===== config.mk =====
export PLATFORM = sky130hd
export DESIGN_NAME = clk_div_prog
export DESIGN_NICKNAME = d
export VERILOG_FILES = /design/src/rtl/clk_div_prog.sv
export SDC_FILE = /design/constraint.sdc
export NUM_CORES = 1
export LEC_CHECK = 0
export BUFFER_PORTS_ARGS = -buffer_cell sky130_fd_sc_hd__buf_4
export CORE_MARGIN = 1.5
export CORE_UTILIZATION = 44
export CTS_CLUSTER_SIZE = 25
export DETAILED_ROUTE_END_ITERATION = 8
export GPL_TIMING_DRIVEN = 0
export PLACE_DENSITY = 0.7
export SLEW_MARGIN = 30
export SYNTH_ARGS = -nofsm -noshare
export SYNTH_HDL_FRONTEND = slang
export SYNTH_SLANG_ARGS = --single-unit
export TNS_END_PERCENT = 30

===== constraint.sdc =====
create_clock -name clk_in -period 11.02 [get_ports clk_in]
set_input_delay 1.102 -clock clk_in [delete_from_list [all_inputs] [get_ports clk_in]]
set_output_delay 1.102 -clock clk_in [all_outputs]
set_load 0.005 [all_outputs]

===== src/rtl/clk_div_prog.sv =====
// ---------------------------------------------------------------------------
// clk_div_prog
// Runtime-programmable integer clock divider, clk_out = clk_in / N with a 50%
// duty cycle for both even and odd N (odd N adds a negedge half-cycle flop).
// Ratio changes and start/stop only take effect at period boundaries, so
// clk_out never produces a runt pulse during normal operation.
//
// Optional feature macro: CLK_DIV_PROG_TICK_EN
//   defined     -> tick pulses for one clk_in cycle at each period start
//   not defined -> tick is tied to 0 and its logic is removed
// ---------------------------------------------------------------------------
module clk_div_prog #(
    parameter int DIV_W       = 8,
    parameter int DIV_DEFAULT = 3
) (
    input  logic             clk_in,
    input  logic             reset_n,
    input  logic             en,
    input  logic [DIV_W-1:0] div_ratio,
    input  logic             div_load,
    output logic             div_pending,
    output logic             running,
    output logic             clk_out,
    output logic             tick
);

    localparam logic [DIV_W-1:0] N_DEFAULT = DIV_W'(DIV_DEFAULT);
    localparam logic [DIV_W-1:0] N_MIN     = DIV_W'(2);
    localparam logic [DIV_W-1:0] ONE       = DIV_W'(1);

    typedef enum logic {
        ST_IDLE = 1'b0,
        ST_RUN  = 1'b1
    } state_t;

    state_t           state, state_d;
    logic [DIV_W-1:0] cnt, cnt_d;
    logic [DIV_W-1:0] cur_n, cur_n_d;
    logic [DIV_W-1:0] shadow, shadow_d;
    logic             pending, pending_d;
    logic             pos_q, pos_d;
    logic             neg_q;
    logic [DIV_W-1:0] half_d;
    logic             boundary;
    logic             apply;

    // Next-state decode: counter, ratio shadowing and the high-phase flag.
    always_comb begin
        // NOTE: every signal assigned here gets a default first so no path
        // leaves it unassigned, which would otherwise infer a latch.
        state_d   = state;
        cnt_d     = cnt;
        cur_n_d   = cur_n;
        shadow_d  = shadow;
        pending_d = pending;

        boundary = (state == ST_RUN) && (cnt == cur_n - ONE);
        apply    = pending && ((state == ST_IDLE) || boundary);

        // The applied value is the shadow as it stood before this edge, so a
        // load arriving in the boundary cycle waits for the next boundary.
        if (apply) begin
            cur_n_d   = shadow;
            pending_d = 1'b0;
        end
        if (div_load) begin
            shadow_d  = (div_ratio < N_MIN) ? N_MIN : div_ratio;
            pending_d = 1'b1;
        end

        case (state)
            ST_IDLE: begin
                cnt_d = '0;
                if (en) state_d = ST_RUN;
            end
            ST_RUN: begin
                if (boundary) begin
                    cnt_d = '0;
                    if (!en) state_d = ST_IDLE;
                end else begin
                    cnt_d = cnt + ONE;
                end
            end
            default: begin
                state_d = ST_IDLE;
                cnt_d   = '0;
            end
        endcase

        // High for the first ceil(N/2) counts of each period; written without
        // N+1 so the maximum ratio cannot overflow the DIV_W-bit field.
        half_d = (cur_n_d >> 1) + {{(DIV_W-1){1'b0}}, cur_n_d[0]};
        pos_d  = (state_d == ST_RUN) && (cnt_d < half_d);
    end

    // State register with synchronous active-low reset.
    always_ff @(posedge clk_in) begin
        // NOTE: sequential state uses non-blocking assignments so every flop
        // samples the pre-edge values regardless of statement order.
        if (!reset_n) begin
            state   <= ST_IDLE;
            cnt     <= '0;
            cur_n   <= N_DEFAULT;
            shadow  <= N_DEFAULT;
            pending <= 1'b0;
            pos_q   <= 1'b0;
        end else begin
            state   <= state_d;
            cnt     <= cnt_d;
            cur_n   <= cur_n_d;
            shadow  <= shadow_d;
            pending <= pending_d;
            pos_q   <= pos_d;
        end
    end

    // Half-cycle delayed copy of the high phase, used to centre odd ratios.
    always_ff @(negedge clk_in) begin
        if (!reset_n) neg_q <= 1'b0;
        else          neg_q <= pos_q;
    end

    // Odd ratios AND the two phases: rises half a cycle late, high N/2 cycles.
    assign clk_out     = cur_n[0] ? (pos_q & neg_q) : pos_q;
    assign running     = (state == ST_RUN);
    assign div_pending = pending;

`ifdef CLK_DIV_PROG_TICK_EN
    // Period-start pulse: high through the cycle in which cnt==0 while running.
    always_ff @(posedge clk_in) begin
        if (!reset_n) tick <= 1'b0;
        else          tick <= (state_d == ST_RUN) && (cnt_d == '0);
    end
`else
    assign tick = 1'b0;
`endif

endmodule


; ---- Yosys cells after proc, flatten, opt, wreduce, memory -nomap -nowiden
; Index checks and enable logic that the tools add are counted.
[totals]
ff_bits = 28
inputBits = 12
output_inout_bits = 4
wordCells = 30
[classes]
add_sub_neg = 3
order_cmp = 2
eq_ne = 1
muxes = 10
bitwise = 2
n_reduce_logical = 5
[ops]
columns = operator, n
row1 = 8-bit two-way mux, 3
row2 = 8-bit one-hot mux with 2 select lines, 1
row3 = 7-bit by 1-bit adder with 8-bit output, 1
row4 = 8-bit by 1-bit adder with 8-bit output (second input constant), 1
row5 = 8-bit == test, 1
row6 = 8-bit by 2-bit less-than comparator with 1-bit output (second input constant), 1
row7 = 8-bit less-than comparator, 1
row8 = 8-bit by 1-bit subtractor with 8-bit output (second input constant), 1
row9 = 1-bit two-way mux, 5
row10 = 1-bit logical AND, 3
row11 = 1-bit one-hot mux with 2 select lines, 1
row12 = 2-bit nonzero test, 1
row13 = 1-bit AND, 1
row14 = 1-bit logical OR, 1
row15 = 1-bit NOT, 1

; ---- Logic depth before layout (Yosys ltp)
[logic_depth]
ltp_word = 9
mapped_depth = 19
mapped_depth_nobuf = 19

==> flow_metrics.tcl <==
set metrics [dict create \
    status "finished clean" \
    dr.pass1.iters 3 \
    htreeDepth 1 \
    layout_commonest_cell "nor2_1" \
    hold_buffers 0 \
    die_w_microns 66.10 \
    dr_total_vias 1392 \
    cts_root_buf "clkbuf_8" \
    drive_gt1_share_pct 15.14 \
    r2r-start "pos_q$_SDFF_PN0_" \
    setup_viol 0 \
    cap_viol_max_count 0 \
    dp_cells 262 \
    power_uw 209.1 \
    worst_slew_pin_slew_ns 0.7630 \
    synth-seq-area-share_pct 32.00 \
    nets 242 \
    dp_hpwl_microns 2776 \
    design.core.area_sq_um 3744 \
    drt_wl_total_microns 3507 \
    antenna_found_initial 0 \
    vdd_drop_max_mv 0.1187 \
    grt_pass1_vias 1304 \
    clk_latency_ns 0.33 \
    syn_inst 200 \
    hp-class "flip-flop to flip-flop" \
    ant_nets 0 \
    rsz0062_at_grt "no" \
    fillers 374 \
    n_antenna_cell 0 \
    syn-num-nets 223 \
    gp_congestion 0.8136 \
    swShare_pct 26.05 \
    maxSlewHeadroom_pct 48.96 \
    areaGrowthSynthToFinish_pct 12.57 \
    p_switching_uw 54.47 \
    fp-row-count 22 \
    gr-total-overflow 0 \
    drt_iter0_drc 61 \
    viasPerCell 5.233 \
    hold_start "shadow[1]$_SDFFE_PN1P_" \
    arrival_ns 6.42 \
    cts.reportedPaths.clkPinSlew_ns 0.10 \
    die-area_sq_um 4369 \
    start_util_pct 46.79 \
    p_int_uw 154.6 \
    start_kind "flip-flop" \
    cts_made_buffers 3 \
    synth_cell_types 39 \
    finalClockSkew_ns 0.05988 \
    setup_tns_ns 0 \
    syn_area_sq_um 1752 \
    syn_area_per_cell_sq_um 8.758 \
    clk_path_buf_depth 2 \
    power_frac_seq_pct 52.5 \
    endpoint_kind "primary output" \
    power_density_nw_per_um2 106.0 \
    critPathLaunch "neg_q$_SDFF_NN0_" \
    cts_tree "built" \
    comb_power_share_pct 16.6 \
    crit_type "flip-flop to primary output" \
    synth-seq-cells 28 \
    ys_warn_count 0 \
    reg2reg_slack_ns 4.99 \
    leakage_uw 0.0008598 \
    grtUsageTotal_pct 17.86 \
    drc 0 \
    final-instance-count-excl-fill 266 \
    grt_max_degree 16 \
    grt_pass1_wl_microns 6072 \
    wire_per_inst_microns 13.18 \
    post_cts_buffers 0 \
    cp.required_ns 9.92 \
    ios 16 \
    hold_viol_final 0 \
    cp_max_fo 1 \
    post_cts_resized 0 \
    die_h_microns 66.10 \
    cts_sinks 28 \
    port_buffers 14 \
    place_area_sq_um 1917 \
    slew_viol_final 0 \
    p_clk_share_pct 30.9 \
    hold_ws_ns 0.4902 \
    fin_area_sq_um 1972 \
    most-common-layout-cells "nor2_1, dfxtp_1, xor2_1, buf_4, nand3_1" \
]
worst max-delay path: stages (launching register included):
cell	delay [ns]
dfxtp_1	0.29
o21a_1	0.16
buf_4	0.13
metal layers:
layer  vias up  GRT usage, %  routed length [microns]
met3         2         3.918                      102
met5         -             0                        0
li1        716             -                        -
met4         0         1.786                       17
met2        18         29.13                     1615
met1       656         24.97                     1772
synth_stat cells:
master / n / area (sq um)
nand2_1: 9 / 33.78
nand2b_1: 3 / 18.77
nor3_4: 1 / 16.27
nand3_1: 13 / 65.06
nor4_1: 2 / 12.51
mux2_2: 2 / 22.52
or2_2: 2 / 12.51
and2_1: 2 / 12.51
o41ai_1: 1 / 8.760
buf_6: 3 / 33.78
buf_4: 1 / 7.510
nor2b_1: 1 / 6.260
o21a_1: 2 / 15.01
dfxtp_1: 28 / 560.5
nand4_1: 3 / 18.77
conb_1: 1 / 3.750
o41ai_4: 1 / 27.53
xor2_1: 15 / 131.4
nor3b_1: 2 / 15.01
nor2_1: 30 / 112.6
inv_1: 8 / 30.03
xnor2_1: 10 / 87.58
nor3_1: 1 / 5.000
o2111ai_2: 1 / 15.01
ha_1: 11 / 137.6
mux2i_1: 12 / 120.1
o31a_1: 1 / 8.760
clkbuf_2: 1 / 5.000
xnor2_2: 1 / 16.27
nand4b_1: 1 / 8.760
nand3b_1: 3 / 22.52
a21o_1: 2 / 15.01
or2_1: 2 / 12.51
buf_2: 1 / 5.000
o21ai_0: 8 / 40.04
clkbuf_1: 3 / 11.26
mux2_4: 1 / 15.01
and3_1: 5 / 31.28
a21oi_1: 6 / 30.03
power by group through the flow:
stage / Combinational [uW] / Sequential [uW] / Clock (uW)
after floorplan: 24.5 / 111 / 1.14
after CTS: 34.9 / 110 / 66.7
after detailed placement: 34.6 / 112 / 1.14
final: 34.7 / 110 / 64.7
after global routing: 39.1 / 110 / 71.4
after global placement: 34.0 / 112 / 1.14
logic make-up after synthesis:
family                     count (synthesis)  share of synthesized area [%]
other                                      1                         0.2141
adders and majority gates                 11                          7.857
buffers and inverters                     17                          5.285
muxes                                     15                          9.000
DFF                                       28                          32.00
and+or+nand+nor                           80                          23.07
xor gates and xnor gates                  26                          13.43
AOI/OAI and AO/OA                         22                          9.143
sequential cells by signal (all words and copies together) (netlist names):
name and count:
cur_n 8, running 1, cnt 8, shadow 8
neg_q 1, pos_q 1, div_pending 1
worst paths after layout:
check / endpoint / cells past startpoint
worst max-delay path: clk_out / 2
worst max register to register: neg_q$_SDFF_NN0_ / 1
worst min register to register: shadow[1]$_SDFFE_PN1P_ / 2
worst min-delay path: shadow[1]$_SDFFE_PN1P_ / 2
per-stage QoR:
stage	setup WS [ns]	util [%]
finish	3.497	52.67
global route	3.461	52.67
CTS	3.485	52.67
detailed placement	3.836	51.20
global placement	3.849	51.20
floorplan	3.969	-
cell type report:
cell class | count | area [sq um] | area share (%)
multi-input cells | 155 | 1099 | 55.71
flip-flops and latches | 28 | 560.5 | 28.43
repair buffers | 14 | 105.1 | 5.330
plain buffers | 9 | 62.56 | 3.173
well taps | 48 | 60.06 | 3.046
clock buffers | 4 | 55.05 | 2.792
inverters | 7 | 26.28 | 1.332
clock inverters | 1 | 3.754 | 0.1904
Power figures use the tool's default switching activity.
